$ cat src/rtl/aes_ctrl_fsm_pkg.sv
// aes_ctrl_package: shared types and constants for the AES job sequencer
package aes_ctrl_package;

    typedef enum logic [2:0] {
        S_IDLE,
        S_CLEAR,
        S_LAUNCH,
        S_RUN,
        S_DONE,
        S_ABORT
    } aes_ctrl_state_e;

    typedef enum logic [1:0] {
        ERR_OK,
        ERR_ZLEN,
        ERR_ABORT,
        ERR_WDOG
    } aes_ctrl_err_e;

    localparam int unsigned WORDS_PER_BLOCK = 4;

    typedef struct packed {
        logic clear;
        logic src_start;
        logic sink_start;
        logic enable;
        logic busy;
        logic evt;
    } aes_ctrl_ctrl_t;

    typedef struct packed {
        logic src_done;
        logic sink_done;
    } aes_ctrl_flags_t;

endpackage

$ cat src/rtl/aes_ctrl_fsm_wdog.sv
// aes_ctrl_wdog: inactivity watchdog, expires when the count reaches all-ones
module aes_ctrl_wdog #(
    parameter int unsigned W = 20
) (
    input  logic clk_i,
    input  logic rst_i,
    input  logic load_i,
    input  logic kick_i,
    input  logic en_i,
    output logic expire_o
);
    logic [W-1:0] cnt_q, cnt_d;

    // restart on load or activity, otherwise count while enabled
    always_comb cnt_d = (load_i || kick_i) ? '0 : en_i ? cnt_q + W'(1) : cnt_q;

    assign expire_o = en_i && (cnt_d == '1);

    // counter register
    always_ff @(posedge clk_i) begin
        if (rst_i) cnt_q <= '0;
        else       cnt_q <= cnt_d;
    end
endmodule

$ cat src/rtl/aes_ctrl_fsm.sv
// aes_ctrl_fsm: job sequencer launching streamer and engine, counting blocks
module aes_ctrl_fsm
    import aes_ctrl_package::*;
#(
    parameter int unsigned ADDR_W = 32,
    parameter int unsigned CNT_W  = 16,
    parameter int unsigned WDOG_W = 20
) (
    input  logic              clk_i,
    input  logic              rst_i,
    input  logic              start_i,
    input  logic              abort_i,
    input  logic [ADDR_W-1:0] src_addr_i,
    input  logic [ADDR_W-1:0] dst_addr_i,
    input  logic [CNT_W-1:0]  n_blocks_i,
    output logic              src_start_o,
    output logic              sink_start_o,
    output logic [ADDR_W-1:0] src_addr_o,
    output logic [ADDR_W-1:0] dst_addr_o,
    output logic [CNT_W+1:0]  len_words_o,
    input  logic              src_done_i,
    input  logic              sink_done_i,
    input  logic              blk_done_i,
    output logic              clear_o,
    output logic              enable_o,
    output logic              busy_o,
    output logic              evt_o,
    output logic [1:0]        err_o,
    output logic [CNT_W-1:0]  blk_cnt_o
);
    aes_ctrl_state_e   state_q, state_d;
    aes_ctrl_err_e     err_q, err_d;
    aes_ctrl_flags_t   flags_q, flags_d;
    aes_ctrl_ctrl_t    ctrl;
    logic [ADDR_W-1:0] src_q, src_d, dst_q, dst_d;
    logic [CNT_W-1:0]  n_q, n_d, cnt_q, cnt_d;
    logic              wd_load, wd_kick, wd_en, wd_expire;

    assign wd_load = state_q == S_LAUNCH;
    assign wd_en   = state_q == S_RUN;
    assign wd_kick = blk_done_i || sink_done_i;

    aes_ctrl_wdog #(.W(WDOG_W)) u_wdog (
        .clk_i   (clk_i),
        .rst_i   (rst_i),
        .load_i  (wd_load),
        .kick_i  (wd_kick),
        .en_i    (wd_en),
        .expire_o(wd_expire)
    );

    // next-state, job bookkeeping and control pulses
    always_comb begin
        state_d      = state_q;
        err_d        = err_q;
        flags_d      = flags_q;
        src_d        = src_q;
        dst_d        = dst_q;
        n_d          = n_q;
        cnt_d        = cnt_q;
        ctrl         = '0;
        ctrl.enable  = 1'b1;
        case (state_q)
            S_IDLE: if (start_i) begin
                src_d   = src_addr_i;
                dst_d   = dst_addr_i;
                n_d     = n_blocks_i;
                cnt_d   = '0;
                err_d   = (n_blocks_i == '0) ? ERR_ZLEN : ERR_OK;
                state_d = (n_blocks_i == '0) ? S_DONE : S_CLEAR;
            end
            S_CLEAR: begin
                ctrl.clear = 1'b1;
                ctrl.busy  = 1'b1;
                flags_d    = '0;
                state_d    = abort_i ? S_ABORT : S_LAUNCH;
                err_d      = abort_i ? ERR_ABORT : err_q;
            end
            S_LAUNCH: begin
                ctrl.src_start  = 1'b1;
                ctrl.sink_start = 1'b1;
                ctrl.busy       = 1'b1;
                state_d         = abort_i ? S_ABORT : S_RUN;
                err_d           = abort_i ? ERR_ABORT : err_q;
            end
            S_RUN: begin
                ctrl.busy         = 1'b1;
                cnt_d             = (blk_done_i && cnt_q != n_q) ? cnt_q + CNT_W'(1) : cnt_q;
                flags_d.src_done  = flags_q.src_done || src_done_i;
                flags_d.sink_done = flags_q.sink_done || sink_done_i;
                if (abort_i) begin
                    state_d = S_ABORT;
                    err_d   = ERR_ABORT;
                end else if (flags_d.sink_done && cnt_d == n_q) begin
                    state_d = S_DONE;
                end else if (wd_expire) begin
                    state_d = S_ABORT;
                    err_d   = ERR_WDOG;
                end
            end
            S_ABORT: begin
                ctrl.clear = 1'b1;
                ctrl.busy  = 1'b1;
                state_d    = S_DONE;
            end
            S_DONE: begin
                ctrl.evt = 1'b1;
                state_d  = S_IDLE;
            end
            default: state_d = S_IDLE;
        endcase
    end

    // state, latched job and counters
    always_ff @(posedge clk_i) begin
        if (rst_i) begin
            state_q <= S_IDLE;
            err_q   <= ERR_OK;
            flags_q <= '0;
            src_q   <= '0;
            dst_q   <= '0;
            n_q     <= '0;
            cnt_q   <= '0;
        end else begin
            state_q <= state_d;
            err_q   <= err_d;
            flags_q <= flags_d;
            src_q   <= src_d;
            dst_q   <= dst_d;
            n_q     <= n_d;
            cnt_q   <= cnt_d;
        end
    end

    assign src_start_o  = ctrl.src_start;
    assign sink_start_o = ctrl.sink_start;
    assign clear_o      = ctrl.clear;
    assign enable_o     = ctrl.enable;
    assign busy_o       = ctrl.busy;
    assign evt_o        = ctrl.evt;
    assign src_addr_o   = src_q;
    assign dst_addr_o   = dst_q;
    assign len_words_o  = {n_q, {$clog2(WORDS_PER_BLOCK){1'b0}}};
    assign err_o        = err_q;
    assign blk_cnt_o    = cnt_q;
endmodule

$ cat config.mk
export PLATFORM = sky130hd
export DESIGN_NAME = aes_ctrl_fsm
export DESIGN_NICKNAME = d
export VERILOG_FILES = /design/src/rtl/aes_ctrl_fsm_pkg.sv /design/src/rtl/aes_ctrl_fsm_wdog.sv /design/src/rtl/aes_ctrl_fsm.sv
export SDC_FILE = /design/constraint.sdc
export NUM_CORES = 1
export LEC_CHECK = 0
export BUFFER_PORTS_ARGS = -buffer_cell sky130_fd_sc_hd__buf_2
export CORE_MARGIN = 10
export CORE_UTILIZATION = 47
export DETAILED_ROUTE_END_ITERATION = 12
export GPL_ROUTABILITY_DRIVEN = 0
export PLACE_DENSITY = 0.75
export SYNTH_ARGS = -nofsm -noshare
export SYNTH_HDL_FRONTEND = slang
export SYNTH_SLANG_ARGS = --single-unit
$ cat constraint.sdc
create_clock -name clk_i -period 3.7 [get_ports clk_i]
set_clock_uncertainty 0.05 [all_clocks]
set_input_delay 1.11 -clock clk_i [delete_from_list [all_inputs] [get_ports clk_i]]
set_output_delay 1.11 -clock clk_i [all_outputs]
set_load 0.02 [all_outputs]
==> summary.txt <==
Drt
  • Wire length per cell after detailed routing: 16.3 um
  • 1st-iter DRT viols: 466
  • Drc violations: 0
  • Via count of the routed design: 5972
  • Average vias per placed instance: 5.35
  • Post-detailed-routing wire length: 18200 um
  • Detailed-router iteration count before antenna repair: 5
  • Remaining number of nets flagged by the antenna check after routing: 0

Setup path
  • Reg2reg start: blk_cnt_o[2]
  • Startpoint Class: register
  • Startpoint-to-endpoint class of the critical path: reg2reg
  • Largest stage delay on the critical path: 0.65 ns
  • Required arrival time at the worst endpoint: 3.95 ns
  • Delay-heaviest family, CP: simple AND/OR/NAND/NOR gates
  • Max stage delay cell, worst path: or4_4
  • Critical path fanouts, max: 18
  • Cells on worst reg2reg path: 8
  • Nature of the critical path endpoint: register
  • Worst reg2reg endpoint: state_q[0]
  • Critical path arrival: 3.42 ns
  • Buf/Inv on CP: 0
  • Setup slack on the worst flop-to-flop path: 0.54 ns
  • Ordered cell list for the critical path: xnor2_1 > nand4_1 > or4_4 > and4_4 > a2111oi_4 > nand4_2 > or3_1 > o31a_1

Clocking
  • Count of hold-fix buffers inserted at cts: 0
  • Maximum number of buffers from clock root to sink: 2
  • Postcts setup bufs: 0
  • Clock latency of the later-clocked register in the worst-skew pair: 0.42 ns
  • Htree depth: 4
  • Clock root buffer master: clkbuf_16
  • Count of instances resized after the clock tree is built: 0
  • CTS sink count: 122
  • TritonCTS clock tree: yes
  • Clock slew at reported path FFs: 0.06 ns
  • Number of buffers added by the clock tree synthesis step: 17

Min path
  • Hold Crit Depth: 2
  • Min-Delay Startpoint: src_addr_o[20]
  • Hold crit path type: reg2reg
  • Endpoint of the worst hold path: src_addr_o[20]

Yosys
  • Area of the mapped netlist: 5840 um^2
  • Post-synthesis sequential element count: 122
  • Number of library cell types mapped by synthesis: 65
  • Most frequently used flop master after synthesis: dfxtp_1
  • Gate count of the mapped netlist: 764
  • List of most frequent post-synthesis cells: nand2_1, dfxtp_1, a21oi_1
  • Mean Syn Cell Area: 7.64 um^2
  • Register area share after synthesis: 0.418
  • Biggest area consumer among synthesized cells: dfxtp_1
  • Share of the synthesized area in the top cell type: 0.418
  • Cell with the most instances after synthesis: nand2_1
  • Number of enable flip-flop cells after synthesis: 0
  • Top cells by area in the synthesized netlist: dfxtp_1, nand2_1, a21oi_1, xnor2_1, nor2_1
  • Share of flip-flops with an asynchronous set or reset after synthesis: 0
  • Yosys synthesis warning count: 0

Floorplanning
  • Placement row count: 40
  • Initial core utilization: 0.482
  • IO Pins: 193
  • Floorplan Core Area: 12100 um^2
  • Die Footprint: 17300 um^2
  • Width of the die: 131 um
  • Die Y-Extent: 131 um

STA
  • Hold WS: 0.398 ns
  • Worst-margin pin slew: 0.600 ns
  • Final Hold Viols: 0
  • Period Utilization, post-route: 0.855
  • TNS Setup: 0 ns
  • Post-layout min period: 3.16 ns
  • Setup repair after global routing missed its margin: no
  • Max Freq: 316 MHz
  • Max transition margin: 0.590
  • Final-report setup violation count: 0
  • Final Slew Violations: 0

Run
  • Max-cap violations: 0

Finish
  • Synthesis-to-finish area growth: 29.3%
  • Share of layout cells above drive strength 1: 0.267
  • Antenna cells: 0
  • Layout net count: 1025

Power and ir drop
  • Static Leak: 3.17 nW
  • IR drop worst, VDD: 344 uV
  • Power density normalized to cell area: 498 nW/um^2

Global route
  • Vias in the first global route: 5619
  • Global-route wire length before repair: 29400 um
  • Maximum number of pins on one net before global-route repair: 47
  • Antenna violations before repair: 0
  • Total routing resource utilization after global routing: 0.203
  • Total congestion overflow: 0

Run status
  • Status: finished clean

Placement
  • Dpl hpwl: 13300 um
  • Total of buffers placed on input and output ports: 188
-- cell families (layout without fill, tap and decap cells) --
kind of cell	Yosys count	in the layout	synth area share
fa+ha+maj	2	2	0.00428
other cells	2	3	0.00129
buf+inv	62	246	0.0458
simple gates	371	371	0.296
flops	122	122	0.418
xor+xnor	35	35	0.0583
compound gates	163	163	0.163
mux	7	7	0.0126
-- report_power, final --
group	leakage (nW)	switching, mW	total [mW]	internal (mW)
sequential	0.996	0.0461	1.43	1.39
combinational	1.88	0.369	0.567	0.198
clock	0.297	0.600	1.76	1.16
total	3.17	1.01	3.76	2.75
-- area by class of cell --
type | instances | area [um^2]
Fill cell | 1145 | 4560
Multi-Input combinational cell | 581 | 3140
Sequential cell | 122 | 2440
Timing Repair Buffer | 206 | 1100
Clock buffer | 22 | 464
Tap cell | 168 | 210
Clock inverter | 10 | 165
Inverter | 8 | 30.0
-- placed cells by master (no fill, tap or decap), drive strengths merged, types with 4 or more instances in the layout --
master  instances
nand2         200
nor3           12
xnor2          27
nor2           55
nand3b          4
or3             5
o211ai          4
nor4           13
and4            4
a21o            6
nand4b          5
a21oi         105
xor2            8
nand4          19
clkbuf         22
buf           206
dfxtp         122
bufinv          4
inv             9
a31oi           8
mux2i           4
nand3          18
and3            8
o31ai           5
o21ai          14
or4            10
-- registers in the layout, indices dropped and copies added, names as in the netlist --
signal        cells
dst_addr_o       32
src_addr_o       32
u_wdog.cnt_q     20
blk_cnt_o        16
n_q              16
state_q           3
err_o             2
flags_q           1
-- worst min-delay path, delay by kind of cell (launching register included) --
family | cells | cell delay, ns
DFF | 1 | 0.30
and+or+nand+nor | 1 | 0.05
AOI/OAI and AO/OA | 1 | 0.05
-- how the worst max path moves through the flow --
| stage | startpoint | end | slack, ns | depth (start not counted) |
|---|---|---|---|---|
| floorplan | blk_done_i | state_q[0] | 0.64 | 7 |
| global placement | blk_done_i | err_o[1] | 0.41 | 7 |
| detailed placement | blk_done_i | err_o[0] | 0.32 | 7 |
| CTS | blk_cnt_o[2] | err_o[0] | 0.57 | 8 |
| global route | blk_cnt_o[2] | err_o[1] | 0.31 | 8 |
| finish | blk_cnt_o[2] | state_q[0] | 0.54 | 8 |
-- stage by stage --
| step | setup WS (ns) | cells | area, um^2 | utilization | total power [mW] |
|---|---|---|---|---|---|
| after global routing | 0.310 | 1117 | 7550 | 0.624 | 3.89 |
| after CTS | 0.573 | 1117 | 7550 | 0.624 | 3.78 |
| after detailed placement | 0.318 | 1085 | 6920 | 0.572 | 2.02 |
| after global placement | 0.407 | 1085 | 6920 | 0.572 | 2.02 |
| final | 0.536 | 1117 | 7550 | 0.624 | 3.76 |
| after floorplan | 0.640 | 765 | 5840 | - | 1.82 |
-- routing by layer --
metal  vias up  part of all wire  GRT usage
met1      2742              0.42      0.247
li1       2989                 -          -
met3        28              0.10     0.0857
met4         0             0.020     0.0717
met2       213              0.46      0.313
met5         -                 0          0
(Power assumes the default switching activity.)
